<file path="src/rtl/multicycle_control_pkg.sv">
// Shared encodings for the multicycle control FSM: RV32I opcodes, state
// encoding and datapath select codes.
package multicycle_control_pkg;

  localparam logic [6:0] OP_LOAD   = 7'b0000011;
  localparam logic [6:0] OP_STORE  = 7'b0100011;
  localparam logic [6:0] OP_R      = 7'b0110011;
  localparam logic [6:0] OP_I      = 7'b0010011;
  localparam logic [6:0] OP_BRANCH = 7'b1100011;
  localparam logic [6:0] OP_JAL    = 7'b1101111;
  localparam logic [6:0] OP_JALR   = 7'b1100111;
  localparam logic [6:0] OP_LUI    = 7'b0110111;
  localparam logic [6:0] OP_AUIPC  = 7'b0010111;

  typedef enum logic [3:0] {
    S_FETCH    = 4'd0,
    S_DECODE   = 4'd1,
    S_MEMADR   = 4'd2,
    S_MEMREAD  = 4'd3,
    S_MEMWB    = 4'd4,
    S_MEMWRITE = 4'd5,
    S_EXECR    = 4'd6,
    S_EXECI    = 4'd7,
    S_ALUWB    = 4'd8,
    S_BRANCH   = 4'd9,
    S_JAL      = 4'd10,
    S_JALR     = 4'd11,
    S_LUI      = 4'd12,
    S_AUIPC    = 4'd13,
    S_FAULT    = 4'd15
  } cfsm_state_t;

  localparam logic [1:0] SRCA_PC    = 2'b00;
  localparam logic [1:0] SRCA_OLDPC = 2'b01;
  localparam logic [1:0] SRCA_RS1   = 2'b10;

  localparam logic [1:0] SRCB_RS2   = 2'b00;
  localparam logic [1:0] SRCB_IMM   = 2'b01;
  localparam logic [1:0] SRCB_FOUR  = 2'b10;

  localparam logic [2:0] ALUOP_ADD   = 3'b000;
  localparam logic [2:0] ALUOP_SUB   = 3'b001;
  localparam logic [2:0] ALUOP_FUNCT = 3'b010;
  localparam logic [2:0] ALUOP_PASSB = 3'b011;

  localparam logic [1:0] RES_ALUOUT = 2'b00;
  localparam logic [1:0] RES_RDATA  = 2'b01;
  localparam logic [1:0] RES_ALURES = 2'b10;

endpackage

</file>
<file path="src/rtl/multicycle_control_mem_wait_timer.sv">
// Counts consecutive memory wait cycles and flags the wait that would reach
// the timeout limit, so the FSM can leave for FAULT on that same edge.
module mem_wait_timer #(
  parameter int TIMEOUT_CYCLES = 16
) (
  input  logic clk,
  input  logic reset,
  input  logic waiting,
  output logic expired
);

  localparam int CW = (TIMEOUT_CYCLES > 0) ? $clog2(TIMEOUT_CYCLES + 1) : 1;

  logic [CW-1:0] count;

  // Any non-wait cycle is either a completion or a non-memory state, so
  // clearing here also clears on entry to every memory state.
  always_ff @(posedge clk) begin
    if (reset)        count <= '0;
    else if (waiting) count <= count + CW'(1);
    else              count <= '0;
  end

  generate
    if (TIMEOUT_CYCLES == 0) begin : g_no_timeout
      assign expired = 1'b0;
    end else begin : g_timeout
      assign expired = waiting && (count == CW'(TIMEOUT_CYCLES - 1));
    end
  endgenerate

endmodule

</file>
<file path="src/rtl/multicycle_control.sv">
// Multicycle RV32I control FSM with memory ready handshake, wait timeout,
// illegal-opcode trapping and a sticky FAULT state.
module multicycle_control
  import multicycle_control_pkg::*;
#(
  parameter int MEM_HANDSHAKE  = 1,
  parameter int TIMEOUT_CYCLES = 16,
  parameter int TRAP_ILLEGAL   = 1
) (
  input  logic       clk,
  input  logic       reset,
  input  logic [6:0] opcode,
  input  logic       mem_ready,
  output logic       mem_req,
  output logic       AdrSrc,
  output logic       IRWrite,
  output logic       RegWrite,
  output logic       PCUpdate,
  output logic       MemWrite,
  output logic       Branch,
  output logic [1:0] ALUSrcA,
  output logic [1:0] ALUSrcB,
  output logic [2:0] ALUOp,
  output logic [1:0] ResultSrc,
  output logic [3:0] FSMState,
  output logic       illegal_instr,
  output logic       fault
);

  cfsm_state_t state, state_next;
  logic       mem_done, waiting, expired;
  logic       req_c, adr_c, irw_c, rw_c, pcu_c, mw_c, br_c, ill_c, flt_c;
  logic [1:0] srca_c, srcb_c, res_c;
  logic [2:0] aluop_c;

  assign mem_done = (MEM_HANDSHAKE == 0) || mem_ready;
  assign waiting  = req_c && !mem_done;

  mem_wait_timer #(
    .TIMEOUT_CYCLES(TIMEOUT_CYCLES)
  ) u_timer (
    .clk    (clk),
    .reset  (reset),
    .waiting(waiting),
    .expired(expired)
  );

  always_ff @(posedge clk) begin
    if (reset) state <= S_FETCH;
    else       state <= state_next;
  end

  always_comb begin
    state_next = state;
    req_c   = 1'b0;  adr_c = 1'b0;  irw_c = 1'b0;  rw_c  = 1'b0;
    pcu_c   = 1'b0;  mw_c  = 1'b0;  br_c  = 1'b0;  ill_c = 1'b0;
    flt_c   = 1'b0;
    srca_c  = SRCA_PC;
    srcb_c  = SRCB_RS2;
    aluop_c = ALUOP_ADD;
    res_c   = RES_ALUOUT;
    case (state)
      S_FETCH: begin
        req_c  = 1'b1;
        srcb_c = SRCB_FOUR;
        res_c  = RES_ALURES;
        if (mem_done) begin
          irw_c      = 1'b1;
          pcu_c      = 1'b1;
          state_next = S_DECODE;
        end else if (expired) begin
          state_next = S_FAULT;
        end
      end
      S_DECODE: begin
        srca_c = SRCA_OLDPC;
        srcb_c = SRCB_IMM;
        case (opcode)
          OP_LOAD, OP_STORE: state_next = S_MEMADR;
          OP_R:              state_next = S_EXECR;
          OP_I:              state_next = S_EXECI;
          OP_BRANCH:         state_next = S_BRANCH;
          OP_JAL:            state_next = S_JAL;
          OP_JALR:           state_next = S_JALR;
          OP_LUI:            state_next = S_LUI;
          OP_AUIPC:          state_next = S_AUIPC;
          default: begin
            ill_c      = 1'b1;
            state_next = (TRAP_ILLEGAL != 0) ? S_FAULT : S_FETCH;
          end
        endcase
      end
      S_MEMADR: begin
        srca_c     = SRCA_RS1;
        srcb_c     = SRCB_IMM;
        state_next = (opcode == OP_STORE) ? S_MEMWRITE : S_MEMREAD;
      end
      S_MEMREAD: begin
        req_c = 1'b1;
        adr_c = 1'b1;
        if (mem_done)     state_next = S_MEMWB;
        else if (expired) state_next = S_FAULT;
      end
      S_MEMWB: begin
        rw_c       = 1'b1;
        res_c      = RES_RDATA;
        state_next = S_FETCH;
      end
      S_MEMWRITE: begin
        req_c = 1'b1;
        adr_c = 1'b1;
        mw_c  = 1'b1;
        if (mem_done)     state_next = S_FETCH;
        else if (expired) state_next = S_FAULT;
      end
      S_EXECR, S_EXECI: begin
        aluop_c    = ALUOP_FUNCT;
        srca_c     = SRCA_RS1;
        srcb_c     = (state == S_EXECI) ? SRCB_IMM : SRCB_RS2;
        state_next = S_ALUWB;
      end
      S_ALUWB: begin
        rw_c       = 1'b1;
        state_next = S_FETCH;
      end
      S_BRANCH: begin
        srca_c     = SRCA_RS1;
        aluop_c    = ALUOP_SUB;
        br_c       = 1'b1;
        state_next = S_FETCH;
      end
      S_JAL: begin
        pcu_c      = 1'b1;
        srca_c     = SRCA_OLDPC;
        srcb_c     = SRCB_FOUR;
        state_next = S_ALUWB;
      end
      S_JALR: begin
        srca_c     = SRCA_RS1;
        srcb_c     = SRCB_IMM;
        pcu_c      = 1'b1;
        res_c      = RES_ALURES;
        state_next = S_ALUWB;
      end
      S_LUI: begin
        srcb_c     = SRCB_IMM;
        aluop_c    = ALUOP_PASSB;
        state_next = S_ALUWB;
      end
      S_AUIPC: begin
        srca_c     = SRCA_OLDPC;
        srcb_c     = SRCB_IMM;
        state_next = S_ALUWB;
      end
      S_FAULT: begin
        flt_c      = 1'b1;
        state_next = S_FAULT;
      end
      default: state_next = S_FAULT;
    endcase
  end

  // Reset silences every output, so an interrupted access never writes.
  assign mem_req       = req_c & ~reset;
  assign AdrSrc        = adr_c & ~reset;
  assign IRWrite       = irw_c & ~reset;
  assign RegWrite      = rw_c  & ~reset;
  assign PCUpdate      = pcu_c & ~reset;
  assign MemWrite      = mw_c  & ~reset;
  assign Branch        = br_c  & ~reset;
  assign illegal_instr = ill_c & ~reset;
  assign fault         = flt_c & ~reset;
  assign ALUSrcA       = reset ? 2'b00   : srca_c;
  assign ALUSrcB       = reset ? 2'b00   : srcb_c;
  assign ALUOp         = reset ? 3'b000  : aluop_c;
  assign ResultSrc     = reset ? 2'b00   : res_c;
  assign FSMState      = reset ? 4'b0000 : state;

endmodule

</file>
<file path="config.mk">
export PLATFORM = sky130hd
export DESIGN_NAME = multicycle_control
export DESIGN_NICKNAME = d
export VERILOG_FILES = /design/src/rtl/multicycle_control_pkg.sv /design/src/rtl/multicycle_control_mem_wait_timer.sv /design/src/rtl/multicycle_control.sv
export SDC_FILE = /design/constraint.sdc
export NUM_CORES = 1
export LEC_CHECK = 0
export ABC_AREA = 1
export CORE_MARGIN = 4
export CORE_UTILIZATION = 40
export DETAILED_ROUTE_END_ITERATION = 10
export GPL_ROUTABILITY_DRIVEN = 0
export MAX_ROUTING_LAYER = met4
export PLACE_DENSITY = 0.74
export SLEW_MARGIN = 10
export SYNTH_ARGS = -nofsm -noshare
export SYNTH_HDL_FRONTEND = slang
export SYNTH_SLANG_ARGS = --single-unit
export TNS_END_PERCENT = 20
</file>
<file path="constraint.sdc">
create_clock -name clk -period 2.3 [get_ports clk]
set_clock_uncertainty 0.15 [all_clocks]
set_input_delay 0.345 -clock clk [delete_from_list [all_inputs] [get_ports clk]]
set_output_delay 0.345 -clock clk [all_outputs]
set_load 0.01 [all_outputs]
</file>
== Yosys cells after proc, flatten, opt, wreduce, memory -nomap -nowiden ==
Cells that the tools add are included.
Storage, ports and cells
  flip-flop bits (word level): 9
  bits of input ports: 10
  output and inout bits: 22
  logic and storage cells: 85
Operators by class
  $add $sub $neg: 1
  equal/unequal tests: 24
  mux-type cells: 28
  bitwise operators: 11
  reductions and logical operators: 19
Operators with widths (count)
  4-bit one-hot mux with 8 select lines: 1
  4-bit == test (second input constant): 7
  4-bit one-hot mux with 7 select lines: 1
  7-bit by 6-bit == test with 1-bit output (second input constant): 3
  7-bit == test (second input constant): 3
  4-bit two-way mux: 5
  4-bit by 3-bit == test with 1-bit output (second input constant): 4
  2-bit OR reduction: 8
  7-bit by 5-bit == test with 1-bit output (second input constant): 2
  2-bit one-hot mux with 3 select lines: 2
  1-bit two-way mux: 11
  5-bit OR reduction: 2
  1-bit bitwise AND: 9
  3-bit OR reduction: 3
  9-bit OR reduction: 1
  4-bit by 2-bit == test with 1-bit output (second input constant): 2
  2-bit one-hot mux with 2 select lines: 2
  7-bit by 2-bit == test with 1-bit output (second input constant): 1
  2-bit two-way mux: 3
  3-bit two-way mux: 2
  6-bit OR reduction: 1
  5-bit by 1-bit adder with 5-bit output (second input constant): 1
  5-bit by 4-bit == test with 1-bit output (second input constant): 1
  4-bit by 1-bit == test with 1-bit output (second input constant): 1
  other kinds (5): 7

== Logic depth before layout (Yosys ltp) ==
  depth after elaboration: 8
  mapped depth: 11

== Cells and area by module ==
A second synthesis with hierarchy kept.
Second synthesis, totals
  cells, all modules: 157
  area, all modules: 882.1 um^2
Modules (own cells, without submodules)
  multicycle_control: times used 1, cells an instance 129, area an instance 674.4 um^2, seq. area each 80.1 um^2
  mem_wait_timer: times used 1, cells an instance 28, area an instance 207.7 um^2, seq. area each 100.1 um^2

== Worst setup path after synthesis ==
Ideal clock, no wire load.
  path type: input to output
  from: in opcode[1]
  to: out illegal_instr
  arrival: 1.128 ns
  data required time: 1.805 ns
  path slack: 0.677 ns
  stages on the path: 7
  path buffers: 0
  path through: nand2_1 inv_1 nand2_1 nor2_1 nor2_1 nand2_1 nor4_1
Between the ends
  longest elaborated chain between the ends: 5
RTL lines
  start: declaration: line multicycle_control.sv:12  | input logic [6:0] opcode,
  7-bit by 6-bit == test with 1-bit output (tied with other cells): line multicycle_control.sv:78  | case (opcode)
  9-bit OR reduction (no line) (*)
  1-bit two-way mux (*): line multicycle_control.sv:78
  1-bit two-way mux (*): line multicycle_control.sv:62  | case (state)
  1-bit bitwise AND (*): line multicycle_control.sv:171  | assign illegal_instr = ill_c & ~reset;
  end: declaration: line multicycle_control.sv:26  | output logic illegal_instr,
Every way passes the cells marked *; elsewhere a longest branch is shown, timed or not.

== Final worst setup path ==
  from: in mem_ready
  to: out PCUpdate
Between the ends
  longest elaborated chain between the ends: 3
RTL lines
  start: declaration: line multicycle_control.sv:13  | input logic mem_ready,
  1-bit two-way mux: line multicycle_control.sv:67  | if (mem_done) begin
  1-bit one-hot mux with 2 select lines: line multicycle_control.sv:62
  1-bit bitwise AND: line multicycle_control.sv:168  | assign PCUpdate = pcu_c & ~reset;
  end: declaration: line multicycle_control.sv:18  | output logic PCUpdate,
Every way passes these cells.

==> metrics.txt <==
outcome finished, final reports clean; GR Overflow Total 0; total wire length 2204 µm; Fin. Hold Viols 0; Root Driver clkbuf_4; CP required 1.80 ns; vias in the first global route 955; initial antenna violation count 0; Worst path top cell family by delay buffers and inverters; VDD IR-drop max 0.5946 mV; Clock transition at path regs 0.06 ns; xor/xnor share of the synthesized area 1.067%; drt pass-1 iters 4; setup TNS 0 ns; die height 53.30 µm; TritonCTS Sinks 9; Post-Synth Adder-Cell Area 3.049%; DP HPWL 1874 µm; Syn Inst Count 146; Final WS setup 0.07826 ns; Syn Nets 158; clock buffer count from CTS 3; vias per cell 4.728; first-pass GRT wire length 3801 µm; # setup viols final 0; fin. max-slew vios 0; largest family of logic cells by synthesized area simple AND/OR/NAND/NOR gates; # DRC 0; sequential area share after synthesis 21.95%; drt initial violations 16; CP arrival 1.73 ns; num rows 16; Critical Setup Path Class in2out; post-route minimum period 2.222 ns; Post-Syn Area 820.8 µm²; clk_lat worst skew 0.26 ns; total track usage 18.04%; flops & latches, synth 9; Util after Layout 66.77%; critical path buffer and inverter count 2; library cells used by synthesis 27; Fmax 450.1 MHz; fin crit share 96.60%; CTS tree built; via count 1026; area grow syn2layout 59.60%; EDFF count, synth 0; MaxCap Viol Count 0; largest fanout on the critical path 3; Setup crit end kind output port; Critical Path Start Type primary input; total power 1.157 mW; Routed Antenna Nets 0; leak pwr 0.6456 nW; H-tree Lvls 1; share of async-settable or async-resettable flops after synthesis 0%; Die Wd 53.30 µm; layout cells sized above 1 21.58%; Avg Cell Area, Syn 5.622 µm²; Port-buffer cells 30; RSZ-0062 raised after global routing yes; cell mode on critical path clkdlybuf4s50_1; Place WS -0.2510 ns; largest net degree at the start of global routing 10; post-DR wirelength/cell 10.16 µm; NumNets Final 203; CORE AREA 1962 µm²; power density cells 883.4 nW/µm²; Hold/Removal Path Class reg2reg; initial core utilization 41.84%; Synth Flop Type dfxtp_1; Top Ports 32; worst stage delay on the critical path 0.55 ns; cell chain of the critical path clkdlybuf4s50_1 > nand3_1 > a31oi_1 > clkdlybuf4s50_1; CTS Buffer Depth 2; Ys Warns 0; Final Instance Area 1310 µm²; post-synthesis compound-gate area fraction 10.82%; fin cells 217; placed insts 213; diode count 0; die area 2841 µm²; simple-gate share of the synthesized area 49.85%; mux share of post-synthesis cell area 0%; CP max-delay cell clkdlybuf4s50_1; hold_ws 0.2970 ns; Cell Area, Placed 1237 µm²
-- cell usage after synthesis, types with 2 or more instances --
master	count	area share (%)
inv_2	2	0.91
o21ai_1	2	1.2
nand2_1	31	14
ha_1	2	3.0
nand3_1	7	4.3
inv_1	21	9.6
dfxtp_1	9	22
a21oi_1	10	6.1
nor3_1	2	1.2
nor4_1	2	1.5
nor2_2	3	2.3
nand3_2	2	2.4
nand2_2	6	4.6
nor2_1	34	16
-- metal layers --
layer | GRT usage [%] | up-vias | wire length (µm)
li1 | - | 548 | -
met1 | 19.70 | 443 | 934
met2 | 33.27 | 33 | 1153
met3 | 2.817 | 2 | 113
met4 | 5.106 | 0 | 3
met5 | - | - | 0
-- worst paths after layout --
kind	to	slack [ns]	cells past startpoint	startpoint
min	u_timer.count[0]$_SDFF_PP0_	0.30	1	u_timer.count[0]$_SDFF_PP0_
min reg2reg	u_timer.count[0]$_SDFF_PP0_	0.30	1	u_timer.count[0]$_SDFF_PP0_
max	PCUpdate	0.08	4	mem_ready
max reg2reg	state[2]$_SDFF_PP0_	0.82	10	u_timer.count[0]$_SDFF_PP0_
-- registers in the layout, summed over array words and instances, names as in the netlist --
| register | cells |
|---|---|
| state | 4 |
| u_timer.count | 5 |
-- cell type report --
cell class | count | area, µm²
clock buffers | 4 | 26.28
fillers | 190 | 651.9
inverters | 24 | 90.09
multi-input cells | 110 | 569.3
flip-flops and latches | 9 | 192.7
well taps | 27 | 33.78
repair buffers | 43 | 397.9
-- repair_timing --
action / in CTS / in global routing
setup endpoints to repair: 18 / 14
hold buffers: 0 / 0
setup buffers: 0 / 0
resized for setup: 8 / 16
pin swaps: 0 / 0
-- cell usage in the layout (no fill, tap or decap), drive strengths merged, types with 3 or more instances in the layout --
cell type,Yosys,final
a21oi,10,10
buf,2,13
clkbuf,1,5
clkdlybuf4s50,0,24
dfxtp,9,9
dlymetal6s2s,0,3
inv,23,23
nand2,37,37
nand3,9,9
nor2,38,38
o21ai,3,3
-- cell families after synthesis --
kind of cell               count (synthesis)
other                                      1
xor gates and xnor gates                   1
and+or+nand+nor                           90
buffers and inverters                     27
AOI/OAI and AO/OA                         16
DFF                                        9
adders and majority gates                  2
-- report_power, final --
group | switching (mW) | leakage, nW | internal (mW) | total [mW]
logic | 0.409 | 0.555 | 0.344 | 0.753
registers | 0.0757 | 0.0758 | 0.208 | 0.284
clock network | 0.0537 | 0.0150 | 0.0668 | 0.121
total | 0.539 | 0.646 | 0.618 | 1.16
-- worst reg2reg max path, cell delays in order, from the launching register on --
cell	delay [ns]
dfxtp_1	0.32
ha_1	0.21
nand2_1	0.07
nor2_1	0.04
ha_1	0.20
nand3_2	0.10
nand2_1	0.05
nand2_1	0.06
nand3_1	0.07
nand2_1	0.06
inv_1	0.04
No activity file was read; power rests on OpenSTA's default activity.
